`src/rtl/tvp_fe_pkg.sv`:
```
// rtl/tvp_fe_pkg.sv - shared types and widths for the TVP7002 mode-lock controller
package tvp_fe_pkg;

  localparam int VTOTAL_W = 11;
  localparam int PCNT_W   = 20;
  localparam int HSW_W    = 8;

  typedef enum logic [2:0] {
    ST_IDLE    = 3'd0,
    ST_NOSYNC  = 3'd1,
    ST_ACQUIRE = 3'd2,
    ST_VERIFY  = 3'd3,
    ST_LOCKED  = 3'd4
  } fe_state_e;

  typedef struct packed {
    logic [VTOTAL_W-1:0] vtotal;
    logic [PCNT_W-1:0]   pcnt;
    logic                interlace;
    logic [HSW_W-1:0]    hswidth;
  } fe_meas_t;

  // States in which a measurement stream is expected and the watchdog runs.
  function automatic logic is_active(fe_state_e s);
    return (s == ST_ACQUIRE) || (s == ST_VERIFY) || (s == ST_LOCKED);
  endfunction

endpackage

```
`src/rtl/fe_meas_cmp.sv`:
```
// rtl/fe_meas_cmp.sv - combinational tolerance compare of a measurement against the candidate mode
module fe_meas_cmp
  import tvp_fe_pkg::*;
#(
  parameter int VTOTAL_TOL     = 1,
  parameter int PCNT_TOL_SHIFT = 8
) (
  input  logic [VTOTAL_W-1:0] cand_vtotal_i,
  input  logic [PCNT_W-1:0]   cand_pcnt_i,
  input  logic                cand_interlace_i,
  input  logic [VTOTAL_W-1:0] meas_vtotal_i,
  input  logic [PCNT_W-1:0]   meas_pcnt_i,
  input  logic                meas_interlace_i,
  output logic                match_o
);

  localparam logic [VTOTAL_W:0] VT_TOL = VTOTAL_TOL[VTOTAL_W:0];

  logic signed [VTOTAL_W:0] vt_diff;
  logic        [VTOTAL_W:0] vt_abs;
  logic signed [PCNT_W:0]   pc_diff;
  logic        [PCNT_W:0]   pc_abs;
  logic        [PCNT_W-1:0] pc_tol;

  // One extra bit on each difference so the unsigned inputs subtract without wrap.
  always_comb begin
    vt_diff = $signed({1'b0, meas_vtotal_i}) - $signed({1'b0, cand_vtotal_i});
    vt_abs  = vt_diff[VTOTAL_W] ? $unsigned(-vt_diff) : $unsigned(vt_diff);
    pc_diff = $signed({1'b0, meas_pcnt_i}) - $signed({1'b0, cand_pcnt_i});
    pc_abs  = pc_diff[PCNT_W] ? $unsigned(-pc_diff) : $unsigned(pc_diff);
    pc_tol  = cand_pcnt_i >> PCNT_TOL_SHIFT;
    match_o = (vt_abs <= VT_TOL) && (pc_abs <= {1'b0, pc_tol}) &&
              (meas_interlace_i == cand_interlace_i);
  end

endmodule

```
`src/rtl/tvp7002_mode_lock_ctrl.sv`:
```
// rtl/tvp7002_mode_lock_ctrl.sv - sync acquisition, mode verification and lock sequencer
module tvp7002_mode_lock_ctrl
  import tvp_fe_pkg::*;
#(
  parameter int STABLE_FRAMES  = 3,
  parameter int VTOTAL_TOL     = 1,
  parameter int PCNT_TOL_SHIFT = 8,
  parameter int TIMEOUT_CYC    = 2700000
) (
  input  logic                CLK_MEAS_i,
  input  logic                reset,
  input  logic                enable_i,
  input  logic                sync_active_i,
  input  logic                frame_tick_i,
  input  logic [VTOTAL_W-1:0] vtotal_i,
  input  logic [PCNT_W-1:0]   pcnt_frame_i,
  input  logic                interlace_i,
  input  logic [HSW_W-1:0]    hsync_width_i,
  input  logic                irq_ack_i,
  output logic [2:0]          state_o,
  output logic                mode_valid_o,
  output logic                fe_blank_o,
  output logic                irq_o,
  output logic [VTOTAL_W-1:0] lock_vtotal_o,
  output logic [PCNT_W-1:0]   lock_pcnt_o,
  output logic                lock_interlace_o,
  output logic [HSW_W-1:0]    lock_hswidth_o,
  output logic [7:0]          unlock_cnt_o
);

  localparam logic [21:0] TO_LAST  = 22'(TIMEOUT_CYC - 1);
  localparam logic [3:0]  STABLE_N = 4'(STABLE_FRAMES);

  fe_state_e   state_q, state_d;
  fe_meas_t    cand_q, cand_d;
  fe_meas_t    lock_q, lock_d;
  fe_meas_t    meas_in;
  logic [3:0]  stable_q, stable_d;
  logic [21:0] to_q, to_d;
  logic        mode_valid_q, mode_valid_d;
  logic        irq_q, irq_d;
  logic [7:0]  unlock_q, unlock_d;
  logic        match;
  logic        timeout;
  logic        entering, leaving;

  assign meas_in.vtotal    = vtotal_i;
  assign meas_in.pcnt      = pcnt_frame_i;
  assign meas_in.interlace = interlace_i;
  assign meas_in.hswidth   = hsync_width_i;

  fe_meas_cmp #(
    .VTOTAL_TOL     (VTOTAL_TOL),
    .PCNT_TOL_SHIFT (PCNT_TOL_SHIFT)
  ) u_cmp (
    .cand_vtotal_i    (cand_q.vtotal),
    .cand_pcnt_i      (cand_q.pcnt),
    .cand_interlace_i (cand_q.interlace),
    .meas_vtotal_i    (vtotal_i),
    .meas_pcnt_i      (pcnt_frame_i),
    .meas_interlace_i (interlace_i),
    .match_o          (match)
  );

  assign timeout = (to_q == TO_LAST);

  always_comb begin
    state_d  = state_q;
    cand_d   = cand_q;
    stable_d = stable_q;
    if (!enable_i) begin
      state_d  = ST_IDLE;
      stable_d = '0;
    end else begin
      case (state_q)
        ST_IDLE:   state_d = ST_NOSYNC;
        ST_NOSYNC: if (sync_active_i) state_d = ST_ACQUIRE;
        ST_ACQUIRE, ST_VERIFY, ST_LOCKED: begin
          if (!sync_active_i || timeout) begin
            state_d  = ST_NOSYNC;
            stable_d = '0;
          end else if (frame_tick_i) begin
            // A first capture or any mismatch restarts verification from this frame.
            if ((state_q == ST_ACQUIRE) || !match) begin
              cand_d   = meas_in;
              stable_d = 4'd1;
              state_d  = ST_VERIFY;
            end else if (state_q == ST_VERIFY) begin
              stable_d = stable_q + 4'd1;
              if (stable_q + 4'd1 == STABLE_N) state_d = ST_LOCKED;
            end
          end
        end
        default: state_d = ST_IDLE;
      endcase
    end
  end

  always_comb begin
    entering     = (state_d == ST_LOCKED) && (state_q != ST_LOCKED);
    leaving      = (state_q == ST_LOCKED) && (state_d != ST_LOCKED);
    lock_d       = entering ? cand_q : lock_q;
    unlock_d     = (leaving && (unlock_q != 8'hFF)) ? unlock_q + 8'd1 : unlock_q;
    irq_d        = (entering || leaving) ? 1'b1 : (irq_ack_i ? 1'b0 : irq_q);
    mode_valid_d = (state_d == ST_LOCKED);
    // The watchdog runs only while staying inside the active states between ticks.
    if (is_active(state_q) && is_active(state_d) && !frame_tick_i) to_d = to_q + 22'd1;
    else                                                          to_d = '0;
  end

  always_ff @(posedge CLK_MEAS_i) begin
    if (reset) begin
      state_q      <= ST_IDLE;
      cand_q       <= '0;
      lock_q       <= '0;
      stable_q     <= '0;
      to_q         <= '0;
      mode_valid_q <= 1'b0;
      irq_q        <= 1'b0;
      unlock_q     <= '0;
    end else begin
      state_q      <= state_d;
      cand_q       <= cand_d;
      lock_q       <= lock_d;
      stable_q     <= stable_d;
      to_q         <= to_d;
      mode_valid_q <= mode_valid_d;
      irq_q        <= irq_d;
      unlock_q     <= unlock_d;
    end
  end

  assign state_o          = state_q;
  assign mode_valid_o     = mode_valid_q;
  assign fe_blank_o       = ~mode_valid_q;
  assign irq_o            = irq_q;
  assign lock_vtotal_o    = lock_q.vtotal;
  assign lock_pcnt_o      = lock_q.pcnt;
  assign lock_interlace_o = lock_q.interlace;
  assign lock_hswidth_o   = lock_q.hswidth;
  assign unlock_cnt_o     = unlock_q;

endmodule

```
`config.mk`:
```
export PLATFORM = sky130hd
export DESIGN_NAME = tvp7002_mode_lock_ctrl
export DESIGN_NICKNAME = d
export VERILOG_FILES = /design/src/rtl/tvp_fe_pkg.sv /design/src/rtl/fe_meas_cmp.sv /design/src/rtl/tvp7002_mode_lock_ctrl.sv
export SDC_FILE = /design/constraint.sdc
export NUM_CORES = 1
export LEC_CHECK = 0
export CAP_MARGIN = 15
export CORE_ASPECT_RATIO = 1.5
export CORE_MARGIN = 2
export CORE_UTILIZATION = 55
export CTS_CLUSTER_DIAMETER = 30
export CTS_CLUSTER_SIZE = 12
export DETAILED_ROUTE_END_ITERATION = 12
export PLACE_DENSITY = 0.9
export SKIP_CTS_REPAIR_TIMING = 1
export SLEW_MARGIN = 20
export SYNTH_ARGS = -nofsm -noshare
export SYNTH_HDL_FRONTEND = slang
export SYNTH_SLANG_ARGS = --single-unit
```
`constraint.sdc`:
```
create_clock -name CLK_MEAS_i -period 7.5 [get_ports CLK_MEAS_i]
set_clock_uncertainty 0.2 [all_clocks]
set_input_delay 1.125 -clock CLK_MEAS_i [delete_from_list [all_inputs] [get_ports CLK_MEAS_i]]
set_output_delay 1.125 -clock CLK_MEAS_i [all_outputs]
set_load 0.05 [all_outputs]
```
# After elaboration in Yosys (flattened, before gate mapping)
# Index checks and enable logic that the tools add are counted.
dict set report word_totals {
  reg_bits 119
  input_bits 46
  out_inout_bits 54
}
dict set report classes {
  mux 16
  n_bitwise 4
  n_reduce_logical 26
  magnitude_cmp 2
  eq_ne 13
  n_addsub 7
}
# cell count
set op_table {}
lappend op_table {{22-bit by 1-bit adder with 22-bit output, second input constant} 1}
lappend op_table {{22-bit equality test, second input constant} 1}
lappend op_table {{21-bit by 12-bit <= comparator with 1-bit output} 1}
lappend op_table {{21-bit two-way mux} 1}
lappend op_table {{3-bit two-way mux} 7}
lappend op_table {{21-bit negation} 1}
lappend op_table {{20-bit by 20-bit subtractor with 21-bit output} 1}
lappend op_table {{4-bit two-way mux} 4}
lappend op_table {{3-bit by 2-bit equality test with 1-bit output, second input constant} 4}
lappend op_table {{12-bit by 1-bit <= comparator with 1-bit output, second input constant} 1}
lappend op_table {{12-bit two-way mux} 1}
lappend op_table {{12-bit negation} 1}
lappend op_table {{11-bit by 11-bit subtractor with 12-bit output} 1}
lappend op_table {{3-bit case mux with 3 select lines} 1}
lappend op_table {{8-bit by 1-bit adder with 8-bit output, second input constant} 1}
lappend op_table {{8-bit != test, second input constant} 1}
lappend op_table {{1-bit logical AND} 7}
lappend op_table {{1-bit logical OR} 7}
lappend op_table {{3-bit equality test, second input constant} 2}
lappend op_table {{3-bit != test, second input constant} 2}
lappend op_table {{5-bit AND reduction} 1}
lappend op_table {{4-bit by 1-bit adder with 4-bit output, second input constant} 1}
lappend op_table {{4-bit by 2-bit equality test with 1-bit output, second input constant} 1}
lappend op_table {{1-bit NOT} 4}
lappend op_table {{10 further kinds} 15}

# Longest topological paths before layout
# Gate-level depths: netlist of the first run.
dict set report logic_depth {
  depth_word 20
  mapped_depth 31
}

# Modules after synthesis
# A second synthesis of the first run with hierarchy kept.
dict set report hier_totals {
  cells_unflattened 911
  area_unflattened_um2 7488.4
}
# module cells_each instances seq_area_each_um2 area_per_inst_um2
set by_module_without_submodules {}
lappend by_module_without_submodules {tvp7002_mode_lock_ctrl 543 1 2382.3 4892.2}
lappend by_module_without_submodules {fe_meas_cmp 368 1 0.0 2596.2}

# Least setup slack after synthesis of the first run
# No wires, ideal clock.
dict set report synth_timing {
  path_type {input port to flip-flop}
  startpoint {in pcnt_frame_i[0]}
  endpoint {reg lock_q (netlist bit lock_pcnt_o[17])}
  arrival_time_ns 6.450
  path_slack_ns 0.722
  setup_ns 0.128
  stages 28
  n_path_buf 4
  t_required_ns 7.172
  path_cell_list {inv_1 > ha_1 > fa_1 > nand2b_1 > a21oi_2 > o2111ai_1 > a21oi_1 > a21o_1 > clkbuf_1 > nor2_1 > xnor2_1 > ha_1 > and4_1 > nand3_1 > o32a_1 > o21ai_0 > o211ai_1 > a2111oi_0 > nand4b_1 > a2111o_1 > buf_6 > nand2_1 > and2_1 > ha_1 > clkbuf_1 > buf_1 > mux2i_1 > nor2_1}
}
dict set report synth_between {
  elab_chain_cells 15
}
# item line_no
set synth_lines {}
lappend synth_lines {{from (decl)} tvp7002_mode_lock_ctrl.sv:16} ;# input logic [PCNT_W-1:0] pcnt_frame_i,
lappend synth_lines {{20-bit by 20-bit subtractor with 21-bit output (*)} fe_meas_cmp.sv:29} ;# pc_diff = $signed({1'b0, meas_pcnt_i}) - $signed({1'b0, cand_pcnt_i});
lappend synth_lines {{21-bit negation} fe_meas_cmp.sv:30} ;# pc_abs = pc_diff[PCNT_W] ? $unsigned(-pc_diff) : $unsigned(pc_diff);
lappend synth_lines {{21-bit two-way mux (*)} fe_meas_cmp.sv:30}
lappend synth_lines {{21-bit by 12-bit <= comparator with 1-bit output (*)} fe_meas_cmp.sv:32} ;# match_o = (vt_abs <= VT_TOL) && (pc_abs <= {1'b0, pc_tol}) &&
lappend synth_lines {{1-bit logical AND (*) (2 in series)} fe_meas_cmp.sv:32}
lappend synth_lines {{1-bit zero test (*)} tvp7002_mode_lock_ctrl.sv:84} ;# if ((state_q == ST_ACQUIRE) || !match) begin
lappend synth_lines {{1-bit logical OR (*)} tvp7002_mode_lock_ctrl.sv:84}
lappend synth_lines {{3-bit two-way mux (*)} tvp7002_mode_lock_ctrl.sv:84}
lappend synth_lines {{3-bit two-way mux (*)} tvp7002_mode_lock_ctrl.sv:82} ;# end else if (frame_tick_i) begin
lappend synth_lines {{3-bit two-way mux (*)} tvp7002_mode_lock_ctrl.sv:79} ;# if (!sync_active_i || timeout) begin
lappend synth_lines {{3-bit case mux with 3 select lines (*)} tvp7002_mode_lock_ctrl.sv:75} ;# case (state_q)
lappend synth_lines {{3-bit two-way mux (*)} tvp7002_mode_lock_ctrl.sv:71} ;# if (!enable_i) begin
lappend synth_lines {{3-bit equality test (*)} n/a}
lappend synth_lines {{named net mode_valid_d} tvp7002_mode_lock_ctrl.sv:40} ;# logic mode_valid_q, mode_valid_d;
lappend synth_lines {{1-bit logical AND (*)} tvp7002_mode_lock_ctrl.sv:100} ;# entering = (state_d == ST_LOCKED) && (state_q != ST_LOCKED);
lappend synth_lines {{named net entering} tvp7002_mode_lock_ctrl.sv:45} ;# logic entering, leaving;
lappend synth_lines {{to (signal assigned)} tvp7002_mode_lock_ctrl.sv:124} ;# lock_q <= lock_d;
lappend synth_lines {{to (decl)} tvp7002_mode_lock_ctrl.sv:36} ;# fe_meas_t lock_q, lock_d;
# Mark *: on every way through the listed nets, which the timed path passes. The rest lies on a longest branch.
# A chain may end at the register's enable or synchronous reset.

# Worst setup path after layout of the first run
dict set report layout_timing {
  startpoint {in pcnt_frame_i[0]}
  endpoint {reg unlock_q[7], in the netlist unlock_cnt_o[7]}
}
dict set report layout_between {
  elab_chain_cells 16
}
# item line_no
set layout_lines {}
lappend layout_lines {{20-bit by 20-bit subtractor with 21-bit output (*)} fe_meas_cmp.sv:29}
lappend layout_lines {{21-bit negation} fe_meas_cmp.sv:30}
lappend layout_lines {{21-bit two-way mux (*)} fe_meas_cmp.sv:30}
lappend layout_lines {{21-bit by 12-bit <= comparator with 1-bit output (*)} fe_meas_cmp.sv:32}
lappend layout_lines {{1-bit logical AND (*) (2 in series)} fe_meas_cmp.sv:32}
lappend layout_lines {{1-bit zero test (*)} tvp7002_mode_lock_ctrl.sv:84}
lappend layout_lines {{1-bit logical OR (*)} tvp7002_mode_lock_ctrl.sv:84}
lappend layout_lines {{3-bit two-way mux (*)} tvp7002_mode_lock_ctrl.sv:84}
lappend layout_lines {{3-bit two-way mux (*)} tvp7002_mode_lock_ctrl.sv:82}
lappend layout_lines {{3-bit two-way mux (*)} tvp7002_mode_lock_ctrl.sv:79}
lappend layout_lines {{3-bit case mux with 3 select lines (*)} tvp7002_mode_lock_ctrl.sv:75}
lappend layout_lines {{3-bit two-way mux (*)} tvp7002_mode_lock_ctrl.sv:71}
lappend layout_lines {{3-bit != test (*)} tvp7002_mode_lock_ctrl.sv:101} ;# leaving = (state_q == ST_LOCKED) && (state_d != ST_LOCKED);
lappend layout_lines {{1-bit logical AND (*)} tvp7002_mode_lock_ctrl.sv:101}
lappend layout_lines {{1-bit logical AND (*)} tvp7002_mode_lock_ctrl.sv:103} ;# unlock_d = (leaving && (unlock_q != 8'hFF)) ? unlock_q + 8'd1 : unlock_q;
lappend layout_lines {{to (signal assigned)} tvp7002_mode_lock_ctrl.sv:129} ;# unlock_q <= unlock_d;
lappend layout_lines {{to (decl)} tvp7002_mode_lock_ctrl.sv:42} ;# logic [7:0] unlock_q, unlock_d;
# Every way passes the cells marked *; elsewhere a longest branch is shown, timed or not.

==> impl_results.md, run 1 <==
- Inserted Diodes: 0
- Mapped Cells: 1026
- DRT Wirelength: 22.3 mm
- Mapped cell area: 8440 µm²
- Rel. slew slack: 26.7%
- Die Ht: 156 µm
- Status: completed
- Drt drc: 0
- Total Power: 1680 µW
- Post-route clock period utilization: 93.8%
- DP Cell Count: 1288
- Boundary Pins: 100
- Htree depth: 4
- Max Slew Vio Count: 0
- Initial antenna violation count: 0
- Share of layout cells above drive strength 1: 6.60%
- Via count: 7982
- Setup CP Type: input port to flip-flop
- FMAX: 142 MHz
- CP max stage cell: clkdlybuf4s50_1
- Avg WL per Cell: 16.9 µm
- Class of the worst hold path: flip-flop to flip-flop
- Clk_lat worst skew: 0.44 ns
- Vias in the first global route: 7837
- Placed inst area: 9570 µm²
- Number of synthesized flops with an enable pin: 0
- Largest net degree at the start of global routing: 134
- Area Overhead vs Synth: 20.0%
- Detail Route Antenna Nets: 0
- Clock sink count: 119
- Vias per cell: 6.05
- Clock Pin Slew Worst Setup and Hold Paths: 0.06 ns
- Leak pwr: 0.00361 µW
- Row count: 55
- Clock Tree Root: clkbuf_16
- Final Wtd Congestion: 0.943
- Max cap viols: 0
- Clock Path Buffers: 2
- Worst EP required: 7.58 ns
- GRT Overall Usage: 27.6%
- Non-filler cells, final: 1320
- Crit Path Max Fanout: 9
- CP Launch Type: input port
- IO Port Bufs: 99
- WHS: 0.251 ns
- Critical Path Max Stage Delay: 0.50 ns
- Net Count, Synth: 1125
- TritonCTS clock tree: built
- Post-synthesis async set-or-reset flop share: 0%
- Cell area after layout: 10100 µm²
- Element type at the critical path end: flip-flop
- Crit-path most repeated cell: ha_1
- Initial Util: 56.0%
- Top FF cell, synth: dfxtp_1
- Global-route wire length before repair: 36.6 mm
- Core area: 15100 µm²
- Peak supply drop: 0.127 mV
- Die W: 105 µm
- Final hold vios: 0
- Die ar.: 16400 µm²
- Power Density: 165 nW/µm²
- Least-Margin Pin Slew: 1.09 ns
- Synthesized flop and latch total: 119
- RSZ-0062 raised after global routing: no
- Synth Warn #: 0
- Final min period: 7.03 ns
- Worst EP arrival: 7.11 ns
- Final setup fails: 0
- HPWL Detailed: 16.7 mm
- First-pass DRT Iterations: 5
- Synth cell types: 73
- CTS Buf Count: 17
- Final setup TNS: 0 ns
- Remaining global-route overflow: 0
- Seq/Total Area, Yosys: 28.2%
- Nets: 1207
- Drt first-iter violations: 545
- Mapped Avg Cell Area: 8.22 µm²
==> report_power, final <==
| part | leakage, µW | internal, µW | switching [µW] |
|---|---|---|---|
| logic | 0.00239 | 120 | 157 |
| clock network | 0.000260 | 442 | 322 |
| registers | 0.000958 | 633 | 1.79 |
==> worst paths after layout <==
path,from,end,slack (ns),cells past startpoint
setup / recovery,pcnt_frame_i[0],unlock_cnt_o[7]$_SDFFE_PP0P_,0.47,29
hold / removal,to_q[0]$_SDFF_PP0_,to_q[0]$_SDFF_PP0_,0.25,1
setup reg to reg,cand_q[10]$_SDFFE_PP0P_,unlock_cnt_o[7]$_SDFFE_PP0P_,1.33,28
hold reg to reg,to_q[0]$_SDFF_PP0_,to_q[0]$_SDFF_PP0_,0.25,1
==> kinds of logic after synthesis <==
kind of cell	share of synthesized area, %
flops	28.2
fa+ha+maj	8.04
simple gates	25.0
xor+xnor	5.69
compound gates	17.7
mux	10.4
buf+inv	4.91
==> per-stage QoR <==
step / setup WS, ns / utilization, %
floorplan: 0.722 / -
global placement: 0.191 / 63.5
detailed placement: -0.0845 / 63.5
CTS: 0.316 / 67.1
global route: 0.0504 / 67.2
finish: 0.465 / 67.2
==> synth_stat cells, drive strengths merged, types with 4 or more instances <==
cell type / n / area, µm²
nor4: 5 / 31.3
xor2: 17 / 156
nor3: 16 / 80.1
and4: 8 / 70.1
nand3b: 6 / 45.0
nand2: 44 / 168
mux2i: 84 / 841
nand2b: 89 / 557
o211a: 6 / 60.1
nor2b: 9 / 63.8
o221ai: 4 / 35.0
a2111oi: 5 / 50.0
nor2: 132 / 495
a21oi: 47 / 254
inv: 52 / 195
clkbuf: 33 / 124
buf: 14 / 95.1
a21o: 19 / 143
and3: 13 / 81.3
o41ai: 6 / 60.1
o211ai: 13 / 97.6
o2111ai: 7 / 61.3
or2: 10 / 62.6
and2: 10 / 62.6
dfxtp: 119 / 2380
or4: 4 / 30.0
or3: 5 / 36.3
xnor2: 37 / 324
o21a: 10 / 75.1
ha: 51 / 638
o21ai: 34 / 170
a31oi: 11 / 68.8
nand4: 11 / 68.8
a211oi: 12 / 95.1
nand3: 32 / 160
==> flip-flops by register name, indices dropped and copies added (netlist names) <==
name / count
cand_q: 40
irq_o: 1
lock_hswidth_o: 8
lock_interlace_o: 1
lock_pcnt_o: 20
lock_vtotal_o: 11
mode_valid_o: 1
stable_q: 4
state_o: 3
to_q: 22
unlock_cnt_o: 8
==> worst max-delay path: cells and delay by family <==
family                   cells  cell delay [ns]
AO/OA/AOI/OAI               10             2.47
AND/OR/NAND/NOR             10             1.47
XOR/XNOR                     2             0.28
buffers and inverters        3             0.60
adder cells (fa/ha/maj)      4             1.15
==> routing by layer <==
| metal | part of all wire [%] | wire length [µm] | vias up | global-route usage, % |
|---|---|---|---|---|
| met3 | 4.9 | 1090 | 92 | 4.89 |
| met1 | 39 | 8610 | 3782 | 29.2 |
| met4 | 4.7 | 1050 | 0 | 15.7 |
| li1 | - | - | 3823 | - |
| met2 | 52 | 11600 | 285 | 51.0 |
| met5 | 0 | 0 | - | 0 |
==> cell type report <==
class                   count  area [µm²]
flip-flops and latches    119        2380
fillers                  1161        4940
repair buffers            110        1100
multi-input cells         808        5660
clock buffers              20         457
clock inverters            12        92.6
well taps                 199         249
inverters                  52         195
==> layout by cell type, fill, tap and decap left out, types with 13 or more instances in the layout <==
cell type	synthesis	routed
nor2_1	132	132
dfxtp_1	119	119
clkdlybuf4s50_1	0	98
nand2b_1	89	89
mux2i_1	84	84
inv_1	52	52
ha_1	51	50
a21oi_1	44	44
nand2_1	43	43
xnor2_1	37	37
o21ai_0	33	33
nand3_1	32	32
a21o_1	19	18
clkbuf_16	0	17
xor2_1	16	16
nor3_1	16	15
o211ai_1	13	13
and3_1	13	13
Note: power is estimated with default switching activity, not from simulation.
==> inputs of run 2 (changes only) <==
--- a/config.mk
+++ b/config.mk
@@ -13,7 +13,6 @@
 export CTS_CLUSTER_SIZE = 12
 export DETAILED_ROUTE_END_ITERATION = 12
 export PLACE_DENSITY = 0.9
-export SKIP_CTS_REPAIR_TIMING = 1
 export SLEW_MARGIN = 20
 export SYNTH_ARGS = -nofsm -noshare
 export SYNTH_HDL_FRONTEND = slang
==> results of run 2 <==
Same layout as run 1: the final DEF is identical, and so are final timing and power.
==> inputs of run 3 (changes only) <==
--- a/config.mk
+++ b/config.mk
@@ -5,14 +5,17 @@
 export SDC_FILE = /design/constraint.sdc
 export NUM_CORES = 1
 export LEC_CHECK = 0
+export ABC_CLOCK_PERIOD_IN_PS = 7500
 export CAP_MARGIN = 15
+export CELL_PAD_IN_SITES_DETAIL_PLACEMENT = 1
+export CELL_PAD_IN_SITES_GLOBAL_PLACEMENT = 1
 export CORE_ASPECT_RATIO = 1.5
 export CORE_MARGIN = 2
-export CORE_UTILIZATION = 55
+export CORE_UTILIZATION = 43
 export CTS_CLUSTER_DIAMETER = 30
 export CTS_CLUSTER_SIZE = 12
 export DETAILED_ROUTE_END_ITERATION = 12
-export PLACE_DENSITY = 0.9
+export PLACE_DENSITY = 0.93
 export SLEW_MARGIN = 20
 export SYNTH_ARGS = -nofsm -noshare
 export SYNTH_HDL_FRONTEND = slang
==> run 3 against run 2 <==
Combinational power rose by 7.6%. Hold slack improved by 0.027 ns. Design area rose by 1.2%. Register-to-register slack got worse by 0.26 ns. Count of clock-buffer cells in the layout fell by 1.
==> impl_results.md, run 3 (synthesis results as in run 1) <==
- Status: completed
- HPWL Detailed: 19.4 mm (+16%)
- Placed inst area: 9630 µm² (+0.67%)
- Vias in the first global route: 8791 (+12%)
- Detail Route Antenna Nets: 0 (unchanged)
- Clock Pin Slew Worst Setup and Hold Paths: 0.06 ns (about the same)
- IO Port Bufs: 99 (unchanged)
- Largest net degree at the start of global routing: 135 (+0.75%)
- CP startpoint: pcnt_frame_i[0]
- WHS: 0.278 ns (+0.0268 ns)
- Least-Margin Pin Slew: 0.961 ns (-0.124 ns)
- DP Cell Count: 1344 (+4.3%)
- Leading cell types in the layout, fill and taps excluded: nor2_1 (132), dfxtp_1 (119), clkdlybuf4s50_1 (98)
- Max Slew Vio Count: 0 (unchanged)
- Final Wtd Congestion: 0.923 (-2.1%)
- CTS Buf Count: 17 (unchanged)
- Final setup TNS: 0 ns (unchanged)
- Class of the worst hold path: flip-flop to flip-flop
- Cell area after layout: 10200 µm² (+1.2%)
- Boundary Pins: 100 (unchanged)
- Non-filler cells, final: 1378 (+4.4%)
- Crit Path Max Fanout: 6 (-3)
- Critical Path Max Stage Delay: 0.51 ns (about the same)
- GRT Overall Usage: 27.3% (-0.33 points)
- Layout fillers: 2300 (+98%)
- Leak pwr: 0.00362 µW (+0.44%)
- DP Worst Slack: -0.197 ns (-0.113 ns)
- Drt drc: 0 (unchanged)
- Clk_lat worst skew: 0.43 ns (about the same)
- Max FFs per register: 40 (unchanged)
- Vias per cell: 6.01 (-0.69%)
- Die ar.: 20800 µm² (+27%)
- Final worst setup slack: 0.296 ns (-0.170 ns)
- Hold-fix buffers at CTS: 0
- Peak supply drop: 0.111 mV (-12%)
- R2r setup slk: 1.07 ns (-0.26 ns)
- Area Overhead vs Synth: 21.4%
- Multi-input gate area: 5700 µm² (+0.71%)
- Worst EP arrival: 7.31 ns (+0.20 ns)
- Remaining global-route overflow: 0 (unchanged)
- Grt met3 use: 4.25% (-0.63 points)
- Commonest non-fill, non-tap cell in the layout: nor2_1
- Clock Path Buffers: 2 (unchanged)
- Min-delay src: cand_q[6]$_SDFFE_PP0P_
- Share of layout cells above drive strength 1: 7.23% (+0.62 points)
- FMAX: 139 MHz (-2.4%)
- Global-route wire length before repair: 45.6 mm (+24%)
- Avg WL per Cell: 20.5 µm (+21%)
- Htree depth: 4 (unchanged)
- Element type at the critical path end: flip-flop
- FF/Latch Area: 2380 µm² (unchanged)
- R2R cell count: 28 (unchanged)
- Max cap viols: 0 (unchanged)
- Drt first-iter violations: 541 (-0.73%)
- Hold EP: cand_q[6]$_SDFFE_PP0P_
- Final min period: 7.20 ns (+0.170 ns)
- Final hold vios: 0 (unchanged)
- Worst r2r src: cand_q[10]$_SDFFE_PP0P_
- CP Launch Type: input port
- RSZ-0062 raised after global routing: no
- Rel. slew slack: 35.1% (+8.4 points)
- Via count: 8275 (+3.7%)
- Initial antenna violation count: 1 (+1)
- GRT busiest layer: met2
- TritonCTS clock tree: built
- Setup bufs post-CTS: 0
- Initial Util: 44.0% (-12 points)
- WHS Path Cells: 2 (+1)
- Reg2reg end: unlock_cnt_o[5]$_SDFFE_PP0P_
- Power Density: 165 nW/µm² (about the same)
- Core area: 19200 µm² (+27%)
- Setup CP Type: input port to flip-flop
- Met2 Usage GRT: 51.9% (+0.86 points)
- Clock sink count: 119 (unchanged)
- Die W: 118 µm (+13%)
- Grt met1 use: 28.4% (-0.77 points)
- Die Ht: 176 µm (+13%)
- Worst EP required: 7.61 ns (+0.03 ns)
- First-pass DRT Iterations: 5 (unchanged)
- Row count: 62 (+13%)
- Nets: 1207 (unchanged)
- Final setup fails: 0 (unchanged)
- Post-route clock period utilization: 96.1% (+2.3 points)
- CP max stage cell: clkdlybuf4s50_1
- Clock Tree Root: clkbuf_16
- Largest register by flop count: cand_q
- DRT Wirelength: 28.3 mm (+27%)
run 3: cell count changes in the layout (fill, tap and decap cells not counted), sizes merged:
cell,change
inv,-1
diode,+1
clkbuf,-1
clkinv,+5
clkinvlp,-3
run 3: worst max-delay path: cells and delay by family:
| family | cells | cell delay [ns] |
|---|---|---|
| buffers and inverters | 3 | 0.63 |
| adders and majority gates | 4 | 1.17 |
| and+or+nand+nor | 10 | 1.58 |
| xor gates and xnor gates | 2 | 0.40 |
| AOI/OAI and AO/OA | 11 | 2.37 |
run 3: metrics by stage:
step	utilization (%)	total power, µW
floorplan	-	838
global placement	50.3	916
detailed placement	50.3	926
CTS	53.2	1690
global route	53.5	1760
finish	53.5	1700
run 3: power breakdown:
part | switching, µW | total (µW) | internal [µW]
logic | 174 | 298 | 124
clock network | 329 | 762 | 433
registers | 2.01 | 635 | 633
run 3: how the worst max path moves through the flow:
stage	end	slack, ns	depth (start not counted)
2_1_floorplan	lock_pcnt_o[17]$_SDFFE_PP0P_	0.72	28
4_1_cts	unlock_cnt_o[5]$_SDFFE_PP0P_	0.03	31
3_3_place_gp	unlock_cnt_o[7]$_SDFFE_PP0P_	0.09	31
6_report	unlock_cnt_o[5]$_SDFFE_PP0P_	0.30	30
3_5_place_dp	unlock_cnt_o[5]$_SDFFE_PP0P_	-0.20	31
5_1_grt	unlock_cnt_o[5]$_SDFFE_PP0P_	0.003	29
run 3: cell type report:
| class | count | area share, % |
|---|---|---|
| Multi-Input combinational cell | 808 | 55.6 |
| Sequential cell | 119 | 23.3 |
| Timing Repair Buffer | 110 | 10.8 |
| Clock buffer | 19 | 4.32 |
| Tap cell | 256 | 3.13 |
| Inverter | 52 | 1.90 |
| Clock inverter | 13 | 0.952 |
| Antenna cell | 1 | 0.0244 |
run 3: metal layers:
layer  part of all wire, %  routed length, µm
met5                     0                  0
met1                    38              10700
met2                    54              15400
met3                   3.0                845
met4                   4.8               1350
run 3: timing repair:
action | CTS | global route
pin swaps | 0 | 1
endpoints found under the setup margin | 2 | 46
resized for setup | 4 | 9
endpoints found under the hold margin | 0 | 0
